===== src/rtl/mem_arbiter_if.sv =====
// Requester-side and memory-side signals of the shared main-memory arbiter.
// The arbiter attaches through the slave modport; its environment uses master.
interface mem_arbiter_if #(
   parameter int unsigned num_req_p        = 4,
   parameter int unsigned dma_data_width_p = 4,
   parameter int unsigned addr_width_p     = 32
);
   localparam int unsigned id_width_lp   = (num_req_p > 1) ? $clog2(num_req_p) : 1;
   localparam int unsigned line_width_lp = dma_data_width_p * 32;

   logic [num_req_p-1:0]                     req_valid_i;
   logic [num_req_p-1:0]                     req_ready_o;
   logic [num_req_p-1:0]                     req_we_i;
   logic [num_req_p-1:0][addr_width_p-1:0]   req_addr_i;
   logic [num_req_p-1:0][line_width_lp-1:0]  req_wdata_i;
   logic [num_req_p-1:0]                     resp_valid_o;
   logic [line_width_lp-1:0]                 resp_data_o;

   logic                                     mem_valid_o;
   logic                                     mem_ready_i;
   logic                                     mem_we_o;
   logic [addr_width_p-1:0]                  mem_addr_o;
   logic [line_width_lp-1:0]                 mem_wdata_o;
   logic                                     mem_valid_i;
   logic [line_width_lp-1:0]                 mem_data_i;

   logic                                     busy_o;
   logic [id_width_lp-1:0]                   grant_id_o;

   modport slave (
      input  req_valid_i, req_we_i, req_addr_i, req_wdata_i,
      input  mem_ready_i, mem_valid_i, mem_data_i,
      output req_ready_o, resp_valid_o, resp_data_o,
      output mem_valid_o, mem_we_o, mem_addr_o, mem_wdata_o,
      output busy_o, grant_id_o
   );

   modport master (
      output req_valid_i, req_we_i, req_addr_i, req_wdata_i,
      output mem_ready_i, mem_valid_i, mem_data_i,
      input  req_ready_o, resp_valid_o, resp_data_o,
      input  mem_valid_o, mem_we_o, mem_addr_o, mem_wdata_o,
      input  busy_o, grant_id_o
   );
endinterface


===== src/rtl/mem_arbiter.sv =====
// Round-robin arbiter sharing one main-memory port between cache DMA requesters,
// with at most one memory transaction outstanding.
module mem_arbiter #(
   parameter int unsigned num_req_p        = 4,
   parameter int unsigned dma_data_width_p = 4,
   parameter int unsigned addr_width_p     = 32
) (
   input logic          clk_i,
   input logic          reset_i,
   mem_arbiter_if.slave bus
);
   localparam int unsigned id_width_lp   = (num_req_p > 1) ? $clog2(num_req_p) : 1;
   localparam int unsigned line_width_lp = dma_data_width_p * 32;

   typedef logic [id_width_lp-1:0] id_t;
   typedef enum logic [1:0] {IDLE, ISSUE, WAIT, RESP} state_e;

   state_e                   state_q, state_d;
   id_t                      rr_ptr_q, rr_ptr_d;
   id_t                      grant_id_q, grant_id_d;
   logic                     mem_we_q, mem_we_d;
   logic [addr_width_p-1:0]  mem_addr_q, mem_addr_d;
   logic [line_width_lp-1:0] mem_wdata_q, mem_wdata_d;
   logic [line_width_lp-1:0] resp_data_q, resp_data_d;

   id_t                      sel;
   id_t                      cand;
   logic                     sel_found;
   int unsigned              idx;
   logic [num_req_p-1:0]     req_ready;
   logic [num_req_p-1:0]     resp_valid;

   // First valid requester at or above the pointer, wrapping modulo num_req_p.
   always_comb begin
      sel       = '0;
      cand      = '0;
      sel_found = 1'b0;
      idx       = 0;
      for (int unsigned i = 0; i < num_req_p; i++) begin
         idx = 32'(rr_ptr_q) + i;
         if (idx >= num_req_p) idx = idx - num_req_p;
         cand = id_t'(idx);
         if (!sel_found && bus.req_valid_i[cand]) begin
            sel       = cand;
            sel_found = 1'b1;
         end
      end
   end

   always_comb begin
      state_d     = state_q;
      rr_ptr_d    = rr_ptr_q;
      grant_id_d  = grant_id_q;
      mem_we_d    = mem_we_q;
      mem_addr_d  = mem_addr_q;
      mem_wdata_d = mem_wdata_q;
      resp_data_d = resp_data_q;
      req_ready   = '0;
      resp_valid  = '0;

      case (state_q)
         IDLE: begin
            if (sel_found && !reset_i) begin
               req_ready[sel] = 1'b1;
               grant_id_d     = sel;
               mem_we_d       = bus.req_we_i[sel];
               mem_addr_d     = bus.req_addr_i[sel];
               mem_wdata_d    = bus.req_wdata_i[sel];
               rr_ptr_d       = (sel == id_t'(num_req_p - 1)) ? '0 : sel + 1'b1;
               state_d        = ISSUE;
            end
         end
         ISSUE: begin
            if (bus.mem_ready_i) state_d = mem_we_q ? RESP : WAIT;
         end
         WAIT: begin
            if (bus.mem_valid_i) begin
               resp_data_d = bus.mem_data_i;
               state_d     = RESP;
            end
         end
         RESP: begin
            resp_valid[grant_id_q] = 1'b1;
            state_d                = IDLE;
         end
         default: state_d = IDLE;
      endcase
   end

   always_ff @(posedge clk_i) begin
      if (reset_i) begin
         state_q     <= IDLE;
         rr_ptr_q    <= '0;
         grant_id_q  <= '0;
         mem_we_q    <= 1'b0;
         mem_addr_q  <= '0;
         mem_wdata_q <= '0;
         resp_data_q <= '0;
      end else begin
         state_q     <= state_d;
         rr_ptr_q    <= rr_ptr_d;
         grant_id_q  <= grant_id_d;
         mem_we_q    <= mem_we_d;
         mem_addr_q  <= mem_addr_d;
         mem_wdata_q <= mem_wdata_d;
         resp_data_q <= resp_data_d;
      end
   end

   assign bus.req_ready_o  = req_ready;
   assign bus.resp_valid_o = resp_valid;
   assign bus.resp_data_o  = resp_data_q;
   assign bus.mem_valid_o  = (state_q == ISSUE);
   assign bus.mem_we_o     = mem_we_q;
   assign bus.mem_addr_o   = mem_addr_q;
   assign bus.mem_wdata_o  = mem_wdata_q;
   assign bus.busy_o       = (state_q != IDLE);
   assign bus.grant_id_o   = grant_id_q;
endmodule


===== src/flat_wrapper.sv =====
// flat-port wrapper written by rule: the top's interface ports become plain ports
module mem_arbiter_flat 
#(
   parameter int unsigned num_req_p        = 4,
   parameter int unsigned dma_data_width_p = 4,
   parameter int unsigned addr_width_p     = 32
)
  (clk_i, reset_i, bus_req_valid_i, bus_req_we_i, bus_req_addr_i, bus_req_wdata_i, bus_mem_ready_i, bus_mem_valid_i, bus_mem_data_i, bus_req_ready_o, bus_resp_valid_o, bus_resp_data_o, bus_mem_valid_o, bus_mem_we_o, bus_mem_addr_o, bus_mem_wdata_o, bus_busy_o, bus_grant_id_o);
  mem_arbiter_if #(.num_req_p(num_req_p), .dma_data_width_p(dma_data_width_p), .addr_width_p(addr_width_p)) bus_i ();
  input logic clk_i;
  input logic reset_i;
  input wire logic [$bits(bus_i.req_valid_i)-1:0] bus_req_valid_i;
  input wire logic [$bits(bus_i.req_we_i)-1:0] bus_req_we_i;
  input wire logic [$bits(bus_i.req_addr_i)-1:0] bus_req_addr_i;
  input wire logic [$bits(bus_i.req_wdata_i)-1:0] bus_req_wdata_i;
  input wire logic [$bits(bus_i.mem_ready_i)-1:0] bus_mem_ready_i;
  input wire logic [$bits(bus_i.mem_valid_i)-1:0] bus_mem_valid_i;
  input wire logic [$bits(bus_i.mem_data_i)-1:0] bus_mem_data_i;
  output wire logic [$bits(bus_i.req_ready_o)-1:0] bus_req_ready_o;
  output wire logic [$bits(bus_i.resp_valid_o)-1:0] bus_resp_valid_o;
  output wire logic [$bits(bus_i.resp_data_o)-1:0] bus_resp_data_o;
  output wire logic [$bits(bus_i.mem_valid_o)-1:0] bus_mem_valid_o;
  output wire logic [$bits(bus_i.mem_we_o)-1:0] bus_mem_we_o;
  output wire logic [$bits(bus_i.mem_addr_o)-1:0] bus_mem_addr_o;
  output wire logic [$bits(bus_i.mem_wdata_o)-1:0] bus_mem_wdata_o;
  output wire logic [$bits(bus_i.busy_o)-1:0] bus_busy_o;
  output wire logic [$bits(bus_i.grant_id_o)-1:0] bus_grant_id_o;
  assign bus_i.req_valid_i = bus_req_valid_i;
  assign bus_i.req_we_i = bus_req_we_i;
  assign bus_i.req_addr_i = bus_req_addr_i;
  assign bus_i.req_wdata_i = bus_req_wdata_i;
  assign bus_i.mem_ready_i = bus_mem_ready_i;
  assign bus_i.mem_valid_i = bus_mem_valid_i;
  assign bus_i.mem_data_i = bus_mem_data_i;
  assign bus_req_ready_o = bus_i.req_ready_o;
  assign bus_resp_valid_o = bus_i.resp_valid_o;
  assign bus_resp_data_o = bus_i.resp_data_o;
  assign bus_mem_valid_o = bus_i.mem_valid_o;
  assign bus_mem_we_o = bus_i.mem_we_o;
  assign bus_mem_addr_o = bus_i.mem_addr_o;
  assign bus_mem_wdata_o = bus_i.mem_wdata_o;
  assign bus_busy_o = bus_i.busy_o;
  assign bus_grant_id_o = bus_i.grant_id_o;
  mem_arbiter #(.num_req_p(num_req_p), .dma_data_width_p(dma_data_width_p), .addr_width_p(addr_width_p)) u_core (.clk_i(clk_i), .reset_i(reset_i), .bus(bus_i));
endmodule

===== config.mk =====
export PLATFORM = sky130hd
export DESIGN_NAME = mem_arbiter_flat
export DESIGN_NICKNAME = d
export VERILOG_FILES = /design/src/rtl/mem_arbiter_if.sv /design/src/rtl/mem_arbiter.sv /design/src/flat_wrapper.sv
export SDC_FILE = /design/constraint.sdc
export NUM_CORES = 1
export LEC_CHECK = 0
export CORE_AREA = 4 4 417 419
export CTS_BUF_LIST = sky130_fd_sc_hd__clkbuf_16
export DETAILED_ROUTE_END_ITERATION = 12
export DIE_AREA = 0 0 421 423
export PLACE_DENSITY = 0.36
export SKIP_CTS_REPAIR_TIMING = 1
export SYNTH_ARGS = -nofsm -noshare
export SYNTH_HDL_FRONTEND = slang
export SYNTH_SLANG_ARGS = --single-unit
export TNS_END_PERCENT = 30

===== constraint.sdc =====
create_clock -name clk_i -period 2.3 [get_ports clk_i]
set_clock_uncertainty 0.2 [all_clocks]
set_input_delay 0.23 -clock clk_i [delete_from_list [all_inputs] [get_ports clk_i]]
set_output_delay 0.23 -clock clk_i [all_outputs]
set_load 0.1 [all_outputs]

==> results by group, run 1 <==
Logic synthesis
  – EDFF count, synth: 0
  – YS warnings: 0
  – Leading cell types by count after synthesis: 428 x nand2_1, 323 x mux2i_1, 295 x dfxtp_1
  – Async S/R FF share, synth: 0%
  – Cell accounting for the most synthesized area: dfxtp_1
  – Top cell type's share of synthesized area: 42.37%
  – Ys flop type: dfxtp_1
  – Top post-synthesis cells by area: dfxtp_1 42%, mux2i_1 23%, nand2_1 12%
  – Synth Instances: 1518
  – Sequential element share of the synthesized area: 42.37%
  – Average cell area after synthesis: about 9 µm²
  – Syn nets: 2303
  – Synthesized area: 0.01394 mm²
  – Most numerous cell in the Yosys netlist: nand2_1
  – Synthesized flop and latch total: between 200 and 300
  – Yosys cell types: 35

Finish
  – Final Instance Count excl. Fillers: 5092
  – FILL cells: roughly 19000
  – Final nets: 3597
  – Multi-input logic area: 0.007913 mm²
  – Share of cells above drive strength 1: 23.48%
  – P&R area growth vs syn: 127.9%
  – Reg area: 0.005916 mm²

Pwr
  – PwrDens: 1422 mW/mm²
  – Pleak: around 12 nW
  – VDD IR-drop max: approximately 0.5 mV

Floorplan
  – Die ar.: 0.1781 mm²
  – Die height: about 420 µm
  – Core area: 0.1706 mm²
  – Initial Util: roughly 8.2%
  – Number of I/O pins: 1081
  – Die X: between 400 and 500 µm
  – # rows: 152

CTS
  – CTS max path bufs: 3
  – CTS root buffer: clkbuf_16
  – CTS sink count: 295
  – H-tree Lvls: 2
  – Clk_lat worst skew: 650 ps
  – Reg clk slew, reported paths: 60 ps
  – TritonCTS buffer count: between 40 and 50
  – CTS tree: yes

Global route
  – Largest net degree at the start of global routing: 67
  – Initial antenna violation count: 77
  – Tot GR Track Use: 13.00%
  – Via count of the first global-routing pass: 16920
  – Global-route wire length before repair: 159.3 mm
  – GRT overflow: 0

STA
  – Fin crit period: 2560 ps
  – Final worst-path cycle share: 111.3%
  – Slew Viols, Final: 0
  – Endpoints failing hold: 0
  – Max-slew headroom: roughly 60%
  – Final setup margin: -260.2 ps
  – Worst Tran Pin Value: 610.7 ps
  – Fmax: 0.3906 GHz
  – Unrepaired setup endpoints after global routing: true
  – # setup viols final: 110

Drt
  – Antenna Violating Nets Remaining: 0
  – Total Wirelength: between 100 and 150 mm
  – Residual DRC: 0
  – First-pass DRT Iterations: 5
  – Starting DRT DRC Count: 970
  – Wire length per cell: about 25 µm
  – Vias/cell: 3.400
  – Via total after detailed routing: 17310

Worst setup path
  – Critical path startpoint: u_core.rr_ptr_q[0]
  – R2R cell count: 12
  – Capture point of the worst path: bus_req_ready_o[0]
  – Reg2reg start: u_core.rr_ptr_q[0]
  – Arrival time at the worst endpoint: 2130 ps
  – WP data required: 1870 ps
  – Critical path class: flop to primary output
  – Startpoint types: flop
  – R2R Setup Slk: -150 ps
  – CP Max Fanout: 7
  – R2r endpoint: u_core.bus.mem_wdata_o[93]
  – Crit end category: primary output

Hold path
  – Hold WC Path Type: input port to flop

Placed design
  – Gpl congestion: 0.8873
  – DPL Wire Length: 103.1 mm
  – Inst Count DP: 4839
  – Post-place setup slack: -480.9 ps
  – IO Port Bufs: 1080

Run status
  – Status: complete, but fails checks
  – Failing checks: negative setup slack

Flow run
  – Max Cap Viol: 0
==> worst max-delay path, stage by stage (launching register included) <==
cell,delay [ps]
dfxtp_4,370
nor2b_4,160
nor3_4,50
a2bb2oi_2,160
buf_6,130
nand2b_4,160
buf_12,160
nor2_4,100
buf_12,180
==> cells in the final DEF (no fill, tap or decap), types with 14 or more instances in the layout <==
master / n
o221ai_1: 128
mux2i_4: 17
buf_6: 28
a21oi_1: 132
dfxtp_1: 289
o221ai_2: 33
dlygate4sd3_1: 106
buf_4: 389
diode_2: 14
buf_12: 49
mux2i_1: 276
clkbuf_16: 58
clkdlybuf4s50_1: 778
mux2i_2: 30
nand2_1: 427
==> flip-flops by register name (all words and copies together) (netlist names) <==
signal and count:
u_core.bus.mem_wdata_o 128, u_core.bus.resp_data_o 128, u_core.bus.grant_id_o 2, u_core.bus.mem_we_o 1
u_core.state_q 2, u_core.bus.mem_addr_o 32, u_core.rr_ptr_q 2
==> layer usage <==
metal	track usage [%]	routed length, µm	up-vias
met5	0	152	-
met4	2.211	2139	24
met3	4.132	9371	183
met2	22.75	62410	716
met1	15.71	51130	8294
li1	-	-	8096
==> metrics by stage <==
stage	total power [W]	TNS [ps]	util (%)	hold slack [ps]	cell area, µm²
floorplan	0.02683	-1336	-	166.0	13990
global placement	0.03600	-56470	16.28	242.5	27780
detailed placement	0.03603	-54830	16.28	247.1	27780
CTS	0.04319	-3865	17.09	-133.0	29160
global route	0.04685	-17260	18.60	4.882	31730
finish	0.04515	-7229	18.62	19.26	31760
==> cells by family after synthesis <==
kind of cell    after synthesis  synth area share, %
compound gates              302                16.20
fa+ha+maj                     5               0.4489
buf+inv                     137                5.063
flops                       295                42.37
mux                         323                23.20
simple gates                456                12.72
==> power breakdown <==
group	internal, W	switching [W]	total [W]
Sequential	0.00696	0.00124	0.00819
Clock	0.00379	0.00304	0.00683
Combinational	0.00949	0.0206	0.0301
==> area by class of cell <==
| class | count | area share (%) |
|---|---|---|
| Timing Repair Buffer | 1378 | 43.11 |
| Multi-Input combinational cell | 1086 | 24.92 |
| Sequential cell | 295 | 18.63 |
| Tap cell | 2233 | 8.798 |
| Clock buffer | 45 | 3.546 |
| Clock inverter | 35 | 0.8116 |
| Antenna cell | 14 | 0.1103 |
| Inverter | 6 | 0.08274 |
==> worst min-delay path by stage <==
stage                                              to  slack (ps)                        from  depth (start not counted)
after floorplan             u_core.bus.resp_data_o[0]         170           bus_mem_data_i[0]                          2
after global placement     u_core.bus.resp_data_o[18]         240  u_core.bus.resp_data_o[18]                          2
after detailed placement   u_core.bus.resp_data_o[64]         250  u_core.bus.resp_data_o[64]                          2
after CTS                 u_core.bus.resp_data_o[111]        -130         bus_mem_data_i[111]                          3
after global routing      u_core.bus.resp_data_o[112]           5         bus_mem_data_i[112]                          3
final                     u_core.bus.resp_data_o[112]          20         bus_mem_data_i[112]                          3
Power figures use the tool's default switching activity.
==> run 2: changes to the inputs <==
--- a/config.mk
+++ b/config.mk
@@ -5,6 +5,7 @@
 export SDC_FILE = /design/constraint.sdc
 export NUM_CORES = 1
 export LEC_CHECK = 0
+export CAP_MARGIN = 10
 export CORE_AREA = 4 4 417 419
 export CTS_BUF_LIST = sky130_fd_sc_hd__clkbuf_16
 export DETAILED_ROUTE_END_ITERATION = 12
==> results of run 2 <==
The final DEF is identical to that of run 1; final timing and power are the same.
